## config.mk

```make
export PLATFORM = sky130hd
export DESIGN_NAME = iref_seq
export DESIGN_NICKNAME = d
export VERILOG_FILES = /design/src/rtl/iref_seq_pkg.sv /design/src/rtl/iref_seq_cnt.sv /design/src/rtl/iref_seq.sv
export SDC_FILE = /design/constraint.sdc
export NUM_CORES = 1
export LEC_CHECK = 0
export ABC_AREA = 1
export CAP_MARGIN = 20
export CORE_MARGIN = 8
export CORE_UTILIZATION = 40
export CTS_CLUSTER_SIZE = 10
export DETAILED_ROUTE_END_ITERATION = 8
export GPL_TIMING_DRIVEN = 0
export PLACE_DENSITY = 0.75
export SLEW_MARGIN = 20
export SYNTH_ARGS = -nofsm -noshare
export SYNTH_HDL_FRONTEND = slang
export SYNTH_SLANG_ARGS = --single-unit
```

## constraint.sdc

```tcl
create_clock -name clk -period 2.9 [get_ports clk]
set_clock_uncertainty 0.05 [all_clocks]
set_input_delay 0.725 -clock clk [delete_from_list [all_inputs] [get_ports clk]]
set_output_delay 0.725 -clock clk [all_outputs]
set_load 0.05 [all_outputs]
```

## src/rtl/iref_seq_pkg.sv

```systemverilog
// Shared constants for the current-reference sequencer: register map,
// CTRL bit positions, FSM state codes and power-on durations.
package iref_seq_pkg;

  localparam int ADDR_CTRL    = 0;
  localparam int ADDR_CHG_CYC = 1;
  localparam int ADDR_SET_CYC = 2;
  localparam int ADDR_STATUS  = 3;

  localparam int CTRL_START = 0;
  localparam int CTRL_STOP  = 1;

  localparam int DEF_CHG_CYC = 16;
  localparam int DEF_SET_CYC = 8;

  typedef enum logic [1:0] {
    ST_OFF    = 2'b00,
    ST_CHARGE = 2'b01,
    ST_SETTLE = 2'b10,
    ST_ON     = 2'b11
  } state_e;

endpackage

```

## src/rtl/iref_seq_cnt.sv

```systemverilog
// Loadable down-counter for phase durations; "last" flags count <= 1 so a
// zero duration still yields one cycle.
module iref_seq_cnt #(
  parameter int CNT_W = 16
) (
  input  logic             clk,
  input  logic             rst,
  input  logic             clr_i,
  input  logic             load_i,
  input  logic [CNT_W-1:0] load_val_i,
  input  logic             en_i,
  output logic             last_o
);

  logic [CNT_W-1:0] cnt_q, cnt_d;

  always_comb begin
    cnt_d = cnt_q;
    if (clr_i)                        cnt_d = '0;
    else if (load_i)                  cnt_d = load_val_i;
    else if (en_i && cnt_q != '0)     cnt_d = cnt_q - 1'b1;
  end

  always_ff @(posedge clk or posedge rst) begin
    if (rst) cnt_q <= '0;
    else     cnt_q <= cnt_d;
  end

  assign last_o = (cnt_q <= CNT_W'(1));

endmodule

```

## src/rtl/iref_seq.sv

```systemverilog
// Current-reference power-up sequencer: CPU register file, OFF->CHARGE->
// SETTLE->ON FSM and registered pd/charge/done outputs.
module iref_seq
  import iref_seq_pkg::*;
#(
  parameter int DATA_W          = 32,
  parameter int IREF_SEQ_ADDR_W = 2,
  parameter int CNT_W           = 16
) (
  input  logic                       clk,
  input  logic                       rst,
  input  logic                       valid,
  input  logic [IREF_SEQ_ADDR_W-1:0] address,
  input  logic [DATA_W-1:0]          wdata,
  input  logic                       wstrb,
  output logic [DATA_W-1:0]          rdata,
  output logic                       ready,
  output logic                       pd,
  output logic                       charge,
  output logic                       done
);

  state_e           state_q, state_d;
  logic [CNT_W-1:0] chg_q, set_q;
  logic [DATA_W-1:0] rdata_q, rdata_d;
  logic             ready_q, pd_q, pd_d, charge_q, charge_d, done_q, done_d;
  logic             cnt_clr, cnt_load, cnt_en, cnt_last;
  logic [CNT_W-1:0] cnt_val;
  logic             wr, wr_ctrl, start, stop, busy, on;
  logic             unused_wdata;

  assign wr      = valid && wstrb;
  assign wr_ctrl = wr && (address == IREF_SEQ_ADDR_W'(ADDR_CTRL));
  assign stop    = wr_ctrl && wdata[CTRL_STOP];
  assign start   = wr_ctrl && wdata[CTRL_START];
  assign busy    = (state_q == ST_CHARGE) || (state_q == ST_SETTLE);
  assign on      = (state_q == ST_ON);
  assign unused_wdata = ^wdata;

  // Duration registers; a new value only matters at the next counter load.
  always_ff @(posedge clk or posedge rst) begin
    if (rst) begin
      chg_q <= CNT_W'(DEF_CHG_CYC);
      set_q <= CNT_W'(DEF_SET_CYC);
    end else if (wr) begin
      if (address == IREF_SEQ_ADDR_W'(ADDR_CHG_CYC)) chg_q <= wdata[CNT_W-1:0];
      if (address == IREF_SEQ_ADDR_W'(ADDR_SET_CYC)) set_q <= wdata[CNT_W-1:0];
    end
  end

  always_comb begin
    rdata_d = '0;
    if (valid && !wstrb) begin
      if (address == IREF_SEQ_ADDR_W'(ADDR_CHG_CYC))     rdata_d = DATA_W'(chg_q);
      else if (address == IREF_SEQ_ADDR_W'(ADDR_SET_CYC)) rdata_d = DATA_W'(set_q);
      else if (address == IREF_SEQ_ADDR_W'(ADDR_STATUS))
        rdata_d = DATA_W'({state_q, on, busy});
    end
  end

  always_comb begin
    state_d  = state_q;
    cnt_clr  = 1'b0;
    cnt_load = 1'b0;
    cnt_en   = 1'b0;
    cnt_val  = chg_q;
    done_d   = 1'b0;
    if (stop) begin
      state_d = ST_OFF;
      cnt_clr = 1'b1;
    end else begin
      unique case (state_q)
        ST_OFF: if (start) begin
          state_d  = ST_CHARGE;
          cnt_load = 1'b1;
        end
        ST_CHARGE: if (cnt_last) begin
          state_d  = ST_SETTLE;
          cnt_load = 1'b1;
          cnt_val  = set_q;
        end else cnt_en = 1'b1;
        ST_SETTLE: if (cnt_last) begin
          state_d = ST_ON;
          cnt_clr = 1'b1;
          done_d  = 1'b1;
        end else cnt_en = 1'b1;
        ST_ON: ;
        default: state_d = ST_OFF;
      endcase
    end
    // Outputs are decoded from the next state so they line up with state_q.
    pd_d     = (state_d == ST_OFF);
    charge_d = (state_d == ST_CHARGE);
  end

  always_ff @(posedge clk or posedge rst) begin
    if (rst) begin
      state_q  <= ST_OFF;
      pd_q     <= 1'b1;
      charge_q <= 1'b0;
      done_q   <= 1'b0;
      ready_q  <= 1'b0;
      rdata_q  <= '0;
    end else begin
      state_q  <= state_d;
      pd_q     <= pd_d;
      charge_q <= charge_d;
      done_q   <= done_d;
      ready_q  <= valid;
      rdata_q  <= rdata_d;
    end
  end

  iref_seq_cnt #(.CNT_W(CNT_W)) u_cnt (
    .clk        (clk),
    .rst        (rst),
    .clr_i      (cnt_clr),
    .load_i     (cnt_load),
    .load_val_i (cnt_val),
    .en_i       (cnt_en),
    .last_o     (cnt_last)
  );

  assign rdata  = rdata_q;
  assign ready  = ready_q;
  assign pd     = pd_q;
  assign charge = charge_q;
  assign done   = done_q;

endmodule

```

; Word-level counts from Yosys, hierarchy flattened
; Index checks and enable logic that the tools add are counted.
[op_classes]
add_sub_neg = 1
n_lt_le_gt_ge = 1
eq_ne = 7
n_mux = 25
n_reduce_logical = 16
[op_table]
columns = op, count
row1 = $mux W16, 9
row2 = $le A16 B1 Y1 const B, 1
row3 = $reduce_bool A16 Y1, 1
row4 = $sub A16 B1 Y16 const B, 1
row5 = $mux W1, 9
row6 = $eq A2 B2 Y1 const B, 4
row7 = $mux W2, 4
row8 = $eq A2 B1 Y1 const B, 3
row9 = $logic_and A1 B1 Y1, 6
row10 = $logic_not A2 Y1, 3
row11 = $pmux W2 S3, 1
row12 = $mux W4, 1
row13 = $reduce_and A2 Y1, 2
row14 = $reduce_bool A3 Y1, 1
row15 = $pmux W1 S2, 1
row16 = $reduce_or A2 Y1, 1
row17 = $logic_not A1 Y1, 1
row18 = $logic_or A1 B1 Y1, 1
[totals]
reg_bits = 86
input_bits = 38
output_inout_bits = 36
word_cells = 59

; Longest topological paths before layout
[logic_depth]
ltp_word = 8
ltp_mapped = 12
mapped_depth_nobuf = 12

; Modules after synthesis
; From an unflattened synthesis, not the netlist that was laid out.
[unflattened]
cells_unflattened = 515
hier_area_um2 = 3957.5
[modules_own_cells]
columns = module, instances, cells_each, area_each_um2, seq_area_each_um2
row1 = iref_seq, 1, 317, 2691.3, 1355.0
row2 = iref_seq_cnt, 1, 198, 1266.2, 400.4

; Worst setup path after synthesis
; Ideal clock, no wire load.
[synth_path]
kind = input port to flip-flop
start = input address[1]
end = register u_cnt.cnt_q[4]
setup_time_ns = 0.117
arrival_ns = 1.834
required_ns = 2.733
slack_ns = 0.900
stages = 10
n_path_buf = 2
path_cell_list = buf_2 nor3_4 nand4_4 clkbuf_1 nor2_1 nand2_1 o21ai_0 nor2_1 nand2_1 nand2_1
[synth_via]
elab_chain_len = 8
word_cells_on_any_way = 14
cone_classes = mux: 8 / reduce/logical: 6
[synth_lines]
columns = item, line
row1 = "start, declared", iref_seq.sv:13  ; input logic [IREF_SEQ_ADDR_W-1:0] address,
row2 = $logic_not A2 Y1 (*), iref_seq.sv:33  ; assign wr_ctrl = wr && (address == IREF_SEQ_ADDR_W'(ADDR_CTRL));
row3 = $logic_and A1 B1 Y1 (*), iref_seq.sv:33
row4 = $logic_and A1 B1 Y1, iref_seq.sv:35  ; assign start = wr_ctrl && wdata[CTRL_START];
row5 = $mux W1, iref_seq.sv:73  ; ST_OFF: if (start) begin
row6 = $pmux W1 S2, iref_seq.sv:72  ; unique case (state_q)
row7 = $mux W1, iref_seq.sv:68  ; if (stop) begin
row8 = $mux W16, iref_seq_cnt.sv:20  ; else if (load_i) cnt_d = load_val_i;
row9 = $mux W16, iref_seq_cnt.sv:19  ; if (clr_i) cnt_d = '0;
row10 = "end signal, assigned", iref_seq_cnt.sv:26  ; else cnt_q <= cnt_d;
row11 = "end, declared", iref_seq_cnt.sv:15  ; logic [CNT_W-1:0] cnt_q, cnt_d;
; Every way passes the cells marked *; elsewhere a longest branch is shown, timed or not.
; A chain may end at the register's enable or synchronous reset.

; Worst setup path after layout
[layout_path]
start = input valid
end = register u_cnt.cnt_q[2]
[layout_via]
elab_chain_len = 8
word_cells_on_any_way = 14
cone_classes = mux: 8 / reduce/logical: 6
[layout_lines]
columns = item, line
row1 = "start, declared", iref_seq.sv:12  ; input logic valid,
row2 = $logic_and A1 B1 Y1 (*), iref_seq.sv:32  ; assign wr = valid && wstrb;
row3 = $logic_and A1 B1 Y1 (*), iref_seq.sv:33
row4 = $logic_and A1 B1 Y1, iref_seq.sv:35
row5 = $mux W1, iref_seq.sv:73
row6 = $pmux W1 S2, iref_seq.sv:72
row7 = $mux W1, iref_seq.sv:68
row8 = $mux W16, iref_seq_cnt.sv:20
row9 = $mux W16, iref_seq_cnt.sv:19
; Marked as above.

==> impl_metrics.csv <==
group,metric,value,unit
status,status,"complete, no violations",
power_and_ir_drop,ir_worst_vdd,0.348,mV
setup_path,crit_chain,"clkdlybuf4s50_1 > nand2_1 > inv_1 > nand3_2 > nand4_4 > buf_6 > buf_6 > nand2_1 > o21ai_1 > nor2_1 > nand2_1 > nand2_1",
clock_tree,clock_latency,360,ps
grt,grt_pass1_vias,3356,
synthesis,synthTopCellsByArea,"dfrtp_1, nand2_1, nor2_1",
finish,final_cells,706,
timing,min_period,2430,ps
synthesis,synth_warnings,0,
setup_path,cp-start-kind,"input port",
finish,diodes,0,
clock_tree,numCtsBuffers,9,
routing,drt_iter0_markers,222,
finish,fin_area,4730,µm²
synthesis,synth_top_family_by_area,"simple AND/OR/NAND/NOR gates",
floorplan,rows,35,
timing,slew_viol_final,0,
power_and_ir_drop,powerDensity,767,nW/µm²
finish,final_net_count,617,
timing,finalCritPeriodShare,83.9,%
synthesis,synth_edf_count,0,
clock_tree,cts.htree.levels,3,
grt,grt_use_total,15.7,%
routing,vias,3364,
setup_path,worstPathMaxFanout,10,
finish,multi_input_area,1760,µm²
placement,dpl.hpwl,7110,µm
setup_path,max_stage_delay,500,ps
finish,area_delta_synth_final,23.1,%
setup_path,path_class,"input port to register",
routing,drt-wirelength-per-cell,13.5,µm
floorplan,ioPinCount,74,
setup_path,cp_common_cell,"nand2_1",
placement,dp_slack,115,ps
floorplan,die-area,13000,µm²
finish,drive_gt1_share,10.1,%
floorplan,core,9280,µm²
synthesis,yosys.area_share.simple,28.7,%
timing,fin_hold_ws,464,ps
power_and_ir_drop,internal_power,0.00219,W
power_and_ir_drop,p_sw,0.00144,W
clock_tree,cts_hold_buf,0,
clock_tree,clkSlewWorstSetupHoldPaths,80,ps
setup_path,crit_buf_inv,4,
timing,setup-tns-final,0,ps
floorplan,die_y,114,µm
placement,dp_cells,690,
setup_path,cp_top_family,"buffers and inverters",
timing,relSlewSlack,65.0,%
power_and_ir_drop,pwr-share-comb,37.1,%
synthesis,synth_area,3850,µm²
power_and_ir_drop,p_clk_share,24.9,%
clock_tree,cts_tree,"built",
clock_tree,cts_buffer_depth,2,
grt,busiest_layer,"met2",
grt,met1_usage,19.3,%
routing,vias_per_cell,4.76,
setup_path,cp_slowest_cell,"clkdlybuf4s50_1",
power_and_ir_drop,swShare,39.7,%
routing,finalWirelength,9520,µm
setup_path,crit_required,3100,ps
setup_path,rrSetupSlack,770,ps
synthesis,synthAdderAreaFrac,2.28,%
clock_tree,cts_root_buffer,"clkbuf_8",
finish,seqCellArea,1760,µm²
power_and_ir_drop,p_leak,2.35,nW
grt,grt-ovfl-total,0,
synthesis,synth_compound_area_share,10.3,%
floorplan,fp.dieW,114,µm
timing,hold_viol_final,0,
placement,dpl_cell_area,4510,µm²
worst_hold_path,hp-class,"register to register",
setup_path,end_kind,"register",
timing,clock.fmax,411,MHz
synthesis,ys_async_sr_fraction,100,%
finish,mostFrequentLayoutCell,"nand2_1",
grt,grt.met3_usage,4.01,%
clock_tree,post-cts-setup-buffers,0,
timing,setup_ws,467,ps
synthesis,synth_seq_cells,70,
job,max_cap_violations,0,
routing,antenna_left,0,
grt,grt_pass1_wl,16200,µm
grt,grt_start_max_net_pins,47,
routing,first_pass_iters,4,
grt,use_met2,25.8,%
synthesis,synth_top_area_share,43.6,%
synthesis,netlist_instances,504,
power_and_ir_drop,p_seq_share,38.0,%
floorplan,start_util,41.4,%
synthesis,syn_area_per_cell,7.63,µm²
synthesis,ys.flop_type,"dfrtp_1",
synthesis,yosysTopAreaCell,"dfrtp_1",
grt,antenna_found_initial,0,
timing,finalSetupViolCount,0,
routing,drc_errors,0,
synthesis,synthXorXnorAreaFrac,2.96,%
placement,routabilityCongestion,0.928,
setup_path,crit_arrival,2640,ps
clock_tree,cts_sinks,70,
synthesis,ys_types,29,
clock_tree,cts.repair.resized,0,
synthesis,synth.mux.area_fraction,0,%
timing,rsz0062_at_grt,"false",
finish,fillCellCount,903,
timing,tightestPinTransition,525,ps
synthesis,yosysSeqAreaShare,45.6,%
finish,final_cell_mix,"nand2_1, nor2_1, dfrtp_1, o21ai_0, clkdlybuf4s50_1",
placement,placement.io_buffers,41,
-- flip-flops by register name, summed over array words and instances (netlist names) --
signal,cells
done,1
chg_q,16
set_q,16
u_cnt.cnt_q,16
pd,1
rdata,16
state_q,2
ready,1
charge,1
-- cells in the mapped netlist, types with 5 or more instances --
library cell,count
inv_1,41
nand2_1,142
clkbuf_1,10
nand3_1,30
xor2_1,8
dfrtp_1,67
nor2_1,73
nor3_1,5
xnor2_1,5
a21oi_1,19
o21ai_0,45
buf_4,19
ha_1,7
o21ai_1,7
-- power groups by stage --
stage	combinational [W]	clock, W	sequential (W)
after global routing	0.00153	0.000961	0.00141
final	0.00135	0.000905	0.00138
after detailed placement	0.00134	0	0.00139
after floorplan	0.000984	0	0.00142
after global placement	0.00130	0	0.00139
after CTS	0.00135	0.000916	0.00138
-- cell type report --
type                    count  share of cell area [%]
clock buffers               9                    2.62
repair buffers             42                    9.25
well taps                 129                    3.41
clock inverters             7                    2.22
inverters                  42                    3.38
plain buffers              35                    4.84
flip-flops and latches     70                    37.1
multi-input cells         372                    37.2
-- metrics by stage --
step | utilization (%) | power (W)
CTS | 51.0 | 0.00364
finish | 51.0 | 0.00363
global route | 51.0 | 0.00390
detailed placement | 48.5 | 0.00273
global placement | 48.2 | 0.00269
floorplan | - | 0.00241
-- tightest hold or removal path, cell delays in order, from the launching register on --
cell	delay [ps]
dfstp_2	390
nand2_1	60
o21ai_0	70
-- logic make-up after synthesis --
group	count (synthesis)
other cells	1
simple gates	261
buf+inv	77
fa+ha+maj	7
xor+xnor	13
flops	70
compound gates	75
-- layer usage --
layer | share of wire, % | vias to the layer above
met4 | 1.5 | 0
met1 | 44 | 1573
met2 | 49 | 87
met5 | 0 | -
met3 | 5.8 | 13
li1 | - | 1691
-- path summary, 6_finish.rpt --
check / end / depth (start not counted) / startpoint
worst max-delay path: u_cnt.cnt_q[2]$_DFFE_PP0P_ / 12 / valid
worst min-delay path: set_q[3]$_DFFE_PP1P_ / 2 / set_q[3]$_DFFE_PP1P_
min in group asynchronous: rdata[2]$_DFF_PP0_ / 2 / rst
worst max register to register: u_cnt.cnt_q[7]$_DFFE_PP0P_ / 11 / u_cnt.cnt_q[0]$_DFFE_PP0P_
worst min register to register: set_q[3]$_DFFE_PP1P_ / 2 / set_q[3]$_DFFE_PP1P_
max in group asynchronous: chg_q[4]$_DFFE_PP1P_ / 3 / rst
Note: power is estimated with default switching activity, not from simulation.
